--- src/rtl/aes_128to4.sv ---
// Output serializer for the AES datapath: captures a 128-bit result on done and
// streams it MSB-first, one nibble per valid/ready beat, with a one-deep pending buffer.
module aes_128to4 #(
  parameter int unsigned DATA_W = 128,
  parameter int unsigned NIB_W  = 4
) (
  input  logic              clk,
  input  logic              rst,
  input  logic              done,
  input  logic [DATA_W-1:0] text_out,
  output logic [NIB_W-1:0]  out_data,
  output logic              out_valid,
  input  logic              out_ready,
  output logic              out_last,
  output logic              busy,
  output logic              overrun
);

  localparam int unsigned NIBBLES = DATA_W / NIB_W;
  localparam int unsigned CNT_W   = $clog2(NIBBLES);
  localparam int unsigned LAST    = NIBBLES - 1;

  typedef enum logic {IDLE, SHIFT} state_t;

  state_t              state;
  state_t              state_nxt;
  logic [DATA_W-1:0]   sreg;
  logic [DATA_W-1:0]   pend;
  logic                pend_valid;
  logic [CNT_W-1:0]    count;
  logic                xfer;
  logic                last_xfer;

  // State register
  always_ff @(posedge clk) begin
    if (rst) state <= IDLE;
    else     state <= state_nxt;
  end

  // Next state: leave SHIFT only when the final beat goes and nothing is queued behind it
  always_comb begin
    state_nxt = state;
    unique case (state)
      IDLE:  if (done) state_nxt = SHIFT;
      SHIFT: if (last_xfer && !pend_valid && !done) state_nxt = IDLE;
    endcase
  end

  // Output decode from registered state; data is forced to zero when not valid
  always_comb begin
    out_valid = (state == SHIFT);
    out_data  = out_valid ? sreg[DATA_W-1 -: NIB_W] : '0;
    out_last  = out_valid && (count == CNT_W'(LAST));
    busy      = out_valid || pend_valid;
  end

  assign xfer      = out_valid && out_ready;
  assign last_xfer = xfer && (count == CNT_W'(LAST));

  // Shifter, beat counter, pending buffer and sticky overrun
  always_ff @(posedge clk) begin
    if (rst) begin
      sreg       <= '0;
      pend       <= '0;
      pend_valid <= 1'b0;
      count      <= '0;
      overrun    <= 1'b0;
    end else begin
      unique case (state)
        IDLE: begin
          if (done) begin
            sreg  <= text_out;
            count <= '0;
          end
        end
        SHIFT: begin
          if (last_xfer) begin
            count <= '0;
            if (pend_valid) begin
              sreg <= pend;
              if (done) pend       <= text_out;
              else      pend_valid <= 1'b0;
            end else if (done) begin
              sreg <= text_out;
            end
          end else begin
            if (xfer) begin
              sreg  <= {sreg[DATA_W-NIB_W-1:0], {NIB_W{1'b0}}};
              count <= count + CNT_W'(1);
            end
            if (done) begin
              if (!pend_valid) begin
                pend       <= text_out;
                pend_valid <= 1'b1;
              end else begin
                overrun <= 1'b1;
              end
            end
          end
        end
      endcase
    end
  end

endmodule

--- config.mk ---
export PLATFORM = sky130hd
export DESIGN_NAME = aes_128to4
export DESIGN_NICKNAME = d
export VERILOG_FILES = /design/src/rtl/aes_128to4.sv
export SDC_FILE = /design/constraint.sdc
export NUM_CORES = 1
export LEC_CHECK = 0
export BUFFER_PORTS_ARGS = -buffer_cell sky130_fd_sc_hd__buf_2
export CAP_MARGIN = 20
export CORE_MARGIN = 2
export CORE_UTILIZATION = 53
export DETAILED_ROUTE_END_ITERATION = 16
export GPL_ROUTABILITY_DRIVEN = 0
export GPL_TIMING_DRIVEN = 1
export PLACE_DENSITY = 0.76
export SLEW_MARGIN = 20
export SYNTH_ARGS = -nofsm -noshare
export SYNTH_HDL_FRONTEND = slang
export SYNTH_SLANG_ARGS = --single-unit
--- constraint.sdc ---
create_clock -name clk -period 1.84 [get_ports clk]
set_input_delay 0.184 -clock clk [delete_from_list [all_inputs] [get_ports clk]]
set_output_delay 0.184 -clock clk [all_outputs]
set_load 0.01 [all_outputs]
==> flow_summary_export.csv, run 1 <==
group,metric,value,unit
clocking,cts-root-buf,"clkbuf_16",
drt,vias,13600,
yosys,synth_area,12300,µm²
critical_path,worstSetupPathType,"reg -> reg",
run,cap_violations,0,
drt,dr.pass1.iters,8,
yosys,synth_fa_ha_area_share,0.204,%
timing,min_period,2.19,ns
grt,grt_pass1_wl,63.2,mm
floorplanning,num_rows,55,
clocking,htree_levels,1,
min_path,holdPathEnd,"pend_valid",
floorplanning,die_y,156,µm
grt,overflow,0,
pwr,leakage,6.91,nW
min_path,hp-start,"rst",
place,port_buffers,139,
drt,routedWlPerCell,22.9,µm
grt,first_global_vias,12500,
critical_path,cp.required,2.29,ns
critical_path,r2r_end,"pend[46]",
critical_path,endpoint_kind,"flop",
critical_path,reg2reg_from,"count[1]",
timing,setup_viol,262,
clocking,cts.sink_count,264,
drt,ant_nets,0,
drt,drt_iter0_markers,1711,
timing,postLayoutSetupSlackWorst,-0.348,ns
drt,via_per_inst,6.57,
floorplanning,die-area,24400,µm²
cells_and_area,utilization,80.0,%
place,place_area,13400,µm²
drt,wirelength,47.6,mm
cells_and_area,antenna_cells,0,
critical_path,critPathArrivalTime,2.64,ns
timing,relSlewSlack,51.2,%
timing,slew_violations,0,
cells_and_area,layout-drive-gt1-share,37.3,%
min_path,hold_class,"in -> reg",
yosys,ys_seq_elements,264,
grt,grtUsageMet1,41.5,%
cells_and_area,mostFrequentLayoutCells,"nand2_1 (304), dfxtp_1 (261), buf_2 (135)",
pwr,ir_drop,0.735,mV
grt,top_usage_layer,"met2",
timing,fmax,0.457,GHz
yosys,ys_types,43,
outcome,run_status,"finished, violations left",
timing,clock_skew,0.0139,ns
pwr,cellPowerDensity,819,nW/µm²
critical_path,r2r_cells,10,
yosys,yosysSeqAreaShare,43.1,%
timing,fin_tns_setup,-39.16,ns
clocking,clock_path_buffers,3,
clocking,cts_buffers,29,
yosys,synth_compound_area_share,22.4,%
yosys,synthMuxAreaShare,11.0,%
grt,grt_usage,31.7,%
yosys,synthSimpleGateAreaFrac,17.6,%
cells_and_area,num-nets-final,1906,
yosys,synth_cells,1499,
clocking,cts_tree,"yes",
critical_path,start_kind,"flop",
timing,finalCritPeriodShare,119,%
place,place_hpwl,21.1,mm
cells_and_area,area_delta_synth_final,48.1,%
clocking,insertion_delay,0.55,ns
drt,drc,0,
yosys,syn-num-nets,1633,
grt,globalRouteMet3Util,4.03,%
critical_path,path_max_fanout,8,
yosys,avgSynthCellArea,8.18,µm²
yosys,yosys.area_share.xor_xnor,0,%
timing,hold_slack,0.111,ns
timing,rsz0062_at_grt,"yes",
outcome,violations,"negative setup slack",
cells_and_area,finish.instance_area,18200,µm²
critical_path,r2r_setup_slack,-0.35,ns
clocking,path_clk_slew,0.06,ns
timing,finalHoldViolations,0,
grt,antenna_found_initial,0,
min_path,hold_depth,2,
grt,grtUsageMet2,54.2,%
cells_and_area,final_common_cell,"nand2_1",
floorplanning,ios,140,
timing,worst_pin_slew,0.731,ns
floorplanning,dieWidth,156,µm
pwr,fin_total_pwr,14.9,mW
grt,grt_max_degree,84,
yosys,yosysWarnings,0,
floorplanning,start_util,54.0,%
floorplanning,coreArea,22700,µm²
yosys,synth_top_family_by_area,"compound AO/OA/AOI/OAI gates",
## how the worst max path moves through the flow
stage                        start        end  slack [ns]  cells past startpoint
after global placement    count[0]   pend[90]       -0.17                      8
after CTS                 count[0]  pend[113]       -0.16                      9
after floorplan           count[0]  pend[100]       -0.03                     10
after global routing      count[1]   pend[74]       -0.42                     10
after detailed placement  count[0]  pend[113]       -0.25                      9
final                     count[1]   pend[46]       -0.35                     10
## synth_stat cells (all sizes together)
library cell  count  area (µm²)
nand2b            4        25.0
a41oi             1        8.76
ha                2        25.0
a22oi            11        82.6
nand3             1        5.00
a221oi          114         998
o21ai             3        18.8
and3              2        12.5
a311oi            1        8.76
nor2b             4        25.0
and4b             1        10.0
o211a             1        10.0
nand2           391        1470
a21o              1        7.51
a211oi            3        22.5
o22ai           117         732
or4b              1        10.0
nor3              3        15.0
dfxtp           264        5290
o211ai            1        7.51
mux2            114        1280
clkbuf           65         245
o2111ai           7        61.3
a221o             4        40.0
nor3b             2        20.0
nand4             2        12.5
nor2            123         464
o221ai            3        26.3
or2               1        6.26
buf              82         415
and2              6        37.5
a21oi           143         719
nand3b            7        52.6
inv               6        22.5
a2bb2oi           1        8.76
mux2i             7        70.1
## area by class of cell
class	count	area, µm²
clock inverters	13	145
multi-input cells	1083	7580
repair buffers	388	3960
flip-flops and latches	264	5290
clock buffers	39	813
well taps	285	357
inverters	6	22.5
fillers	1299	4540
## cell families after synthesis
family                     Yosys count
and+or+nand+nor                    548
adders and majority gates            2
AOI/OAI and AO/OA                  411
muxes                              121
buffers and inverters              153
DFF                                264
## routing by layer
metal | wire length (µm) | vias to the layer above | part of all wire [%]
met1 | 17800 | 6508 | 37
met2 | 22800 | 942 | 48
met3 | 4440 | 235 | 9.3
met4 | 2560 | 0 | 5.4
li1 | - | 5964 | -
met5 | 0 | - | 0
## report_power, final
| part | switching, mW | internal (mW) |
|---|---|---|
| registers | 0.224 | 6.02 |
| clock network | 2.45 | 3.50 |
| logic | 1.38 | 1.30 |
| total | 4.05 | 10.8 |
## stage by stage
stage	setup WS [ns]	instances
6_report	-0.348	2078
5_1_grt	-0.422	2078
4_1_cts	-0.165	2054
3_5_place_dp	-0.254	1841
3_3_place_gp	-0.173	1841
2_1_floorplan	-0.0297	1499
## repair_timing
item	CTS	global route
endpoints found under the setup margin	258	263
gates cloned	15	20
hold buffers	128	0
resized for setup	58	280
setup buffers	18	8
hold endpoints to repair	137	0
pin swaps	14	183
## sequential cells by signal, indices dropped and copies added (netlist names)
register and flops:
pend_valid 1, overrun 1, sreg 128, out_valid 1
pend 128, count 5
## critical path: stages, from the launching register on
cell and delay (ns):
dfxtp_2 0.33, ha_4 0.16, and3_4 0.18, ha_4 0.19, and3_4 0.20, o211ai_1 0.24
buf_6 0.19, buf_8 0.15, buf_16 0.13, nand2_1 0.07, a21oi_1 0.24
No activity file was read; power rests on OpenSTA's default activity.
==> run 2: changes to the inputs <==
--- a/config.mk
+++ b/config.mk
@@ -7,12 +7,12 @@
 export LEC_CHECK = 0
 export BUFFER_PORTS_ARGS = -buffer_cell sky130_fd_sc_hd__buf_2
 export CAP_MARGIN = 20
-export CORE_MARGIN = 2
-export CORE_UTILIZATION = 53
+export CORE_MARGIN = 4
+export CORE_UTILIZATION = 50
 export DETAILED_ROUTE_END_ITERATION = 16
 export GPL_ROUTABILITY_DRIVEN = 0
 export GPL_TIMING_DRIVEN = 1
-export PLACE_DENSITY = 0.76
+export PLACE_DENSITY = 0.73
 export SLEW_MARGIN = 20
 export SYNTH_ARGS = -nofsm -noshare
 export SYNTH_HDL_FRONTEND = slang
==> run 2 against run 1 <==
  * The run still ends with negative setup slack left
  * Die area up 11%
  * Total power down 2.2%
  * Global-route usage down 4.9 points
  * Non-clock buffer count down 19
  * Clock skew down 0.00060 ns
==> flow_summary_export.csv, run 2 (same netlist as run 1, synthesis figures left out) <==
group,metric,value,unit
outcome,run_status,"finished, violations left",
clocking,htree_levels,1,
floorplanning,dieWidth,165,µm
cells_and_area,top_regs,"pend: 128 flops, sreg: 128 flops, count: 5 flops",
min_path,hold_depth,2,
clocking,path_clk_slew,0.06,ns
critical_path,r2r_end,"pend[68]",
grt,grt_max_degree,81,
clocking,cts.sink_count,264,
critical_path,start_kind,"flop",
grt,grt_pass1_wl,60.8,mm
critical_path,path_max_fanout,7,
critical_path,max_stage_delay,0.34,ns
critical_path,endpoint_kind,"flop",
pwr,p_int,10.7,mW
critical_path,critPathArrivalTime,2.60,ns
timing,finalCritPeriodShare,116,%
cells_and_area,utilization,72.4,%
clocking,cts_buffers,28,
critical_path,worstPathCellList,"ha_4, and3_4, ha_4, and3_4, o211ai_1, buf_4, clkbuf_16, buf_6, nand2_1, a21oi_1",
critical_path,reg2reg_from,"count[0]",
cells_and_area,area_delta_synth_final,43.1,%
drt,drc,0,
clocking,cts-root-buf,"clkbuf_16",
pwr,pwr-share-comb,16.8,%
outcome,violations,"negative setup slack",
drt,drt_iter0_markers,1550,
grt,grt_usage,26.8,%
timing,finalHoldViolations,0,
pwr,ir_drop,0.681,mV
floorplanning,ios,140,
timing,fmax,0.468,GHz
pwr,seqPwrFrac,42.8,%
critical_path,crit_family,"buffers and inverters",
min_path,hold_class,"in -> reg",
place,place_hpwl,21.7,mm
critical_path,path_buf_inv,3,
cells_and_area,fill_cells,1645,
floorplanning,coreArea,24200,µm²
timing,worst_pin_slew,0.722,ns
grt,first_global_vias,12100,
grt,antenna_found_initial,1,
timing,rsz0062_at_grt,"yes",
floorplanning,start_util,50.6,%
timing,slew_violations,0,
clocking,insertion_delay,0.54,ns
place,port_buffers,139,
drt,routedWlPerCell,20.6,µm
timing,clock_skew,0.0134,ns
drt,vias,13100,
timing,setup_viol,252,
pwr,clkPwrFrac,40.4,%
pwr,power_switching,3.84,mW
cells_and_area,final_common_cell,"nand2_1",
cells_and_area,layout-drive-gt1-share,34.3,%
pwr,p_sw_share,26.4,%
grt,overflow,0,
pwr,fin_total_pwr,14.6,mW
critical_path,cp.required,2.30,ns
min_path,hp-start,"rst",
run,cap_violations,0,
cells_and_area,mostFrequentLayoutCells,"nand2_1 (294), dfxtp_1 (261), buf_2 (135)",
clocking,clock_path_buffers,3,
clocking,cts_tree,"yes",
drt,via_per_inst,6.23,
critical_path,cp_slowest_cell,"dfxtp_2",
critical_path,r2r_setup_slack,-0.30,ns
floorplanning,die-area,27100,µm²
pwr,leakage,6.62,nW
critical_path,r2r_cells,10,
drt,wirelength,43.3,mm
floorplanning,num_rows,57,
timing,relSlewSlack,51.8,%
timing,min_period,2.14,ns
floorplanning,die_y,165,µm
cells_and_area,num-nets-final,1885,
drt,ant_nets,0,
min_path,holdPathEnd,"sreg[127]",
timing,postLayoutSetupSlackWorst,-0.297,ns
pwr,cellPowerDensity,830,nW/µm²
critical_path,worstSetupPathType,"reg -> reg",
drt,dr.pass1.iters,5,
[run 2: changes by cell type in the layout (fill, tap and decap cells not counted), moves of 7 or more]
cell / previous run / this run
a221oi_1: 31 / 86
a221oi_2: 76 / 28
nand2_4: 29 / 43
buf_12: 37 / 26
nand2_1: 304 / 294
buf_4: 46 / 38
a221oi_4: 7 / 0
[run 2: worst max path at each step]
stage | end | cells after the start | start | slack [ns]
after floorplan | pend[100] | 10 | count[0] | -0.03
after global placement | pend[125] | 9 | count[0] | -0.13
after CTS | pend[61] | 10 | count[0] | -0.15
after detailed placement | pend[2] | 9 | count[0] | -0.23
after global routing | pend[23] | 10 | count[0] | -0.34
final | pend[68] | 10 | count[0] | -0.30
[run 2: per-layer routing]
metal  share of wire [%]  global-route usage (%)
met5                   0                       0
met4                 3.3                    8.02
met3                 8.0                    3.79
met2                  49                    45.9
met1                  40                    35.2
[run 2: power by group through the flow]
stage                     sequential [mW]  combinational, mW  clock [mW]
final                                6.23               2.45        5.89
after global routing                 6.25               2.60        6.14
after CTS                            6.18               2.01        5.89
after detailed placement             6.31               1.72           0
after global placement               6.30               1.68           0
after floorplan                      6.25               1.19           0
[run 2: timing repair]
item | 4_1_cts | 5_1_grt
resized for setup | 33 | 237
endpoints found under the setup margin | 261 | 263
setup buffers | 6 | 3
cloned | 4 | 24
endpoints found under the hold margin | 139 | 0
hold buffers | 128 | 0
pin swaps | 3 | 134
[run 2: area by class of cell]
class                           count  area, µm²  area share [%]
Multi-Input combinational cell   1082       7240            41.3
Sequential cell                   264       5290            30.2
Timing Repair Buffer              369       3620            20.7
Clock buffer                       43        868            4.95
Tap cell                          324        405            2.31
Clock inverter                      8       90.1           0.513
Inverter                            6       22.5           0.128
Antenna cell                        2       5.00          0.0285
[run 2: metrics by stage]
| step | worst slack, ns | instances | hold WS (ns) | setup TNS, ns | cell area (µm²) |
|---|---|---|---|---|---|
| finish | -0.297 | 2098 | 0.126 | -29.72 | 17500 |
| detailed placement | -0.226 | 1881 | 0.440 | -31.57 | 13500 |
| CTS | -0.148 | 2069 | 0.0829 | -20.90 | 16100 |
| global route | -0.338 | 2097 | 0.129 | -48.50 | 17500 |
| global placement | -0.128 | 1881 | 0.433 | -20.56 | 13500 |
| floorplan | -0.0297 | 1499 | 0.320 | -4.45 | 12400 |
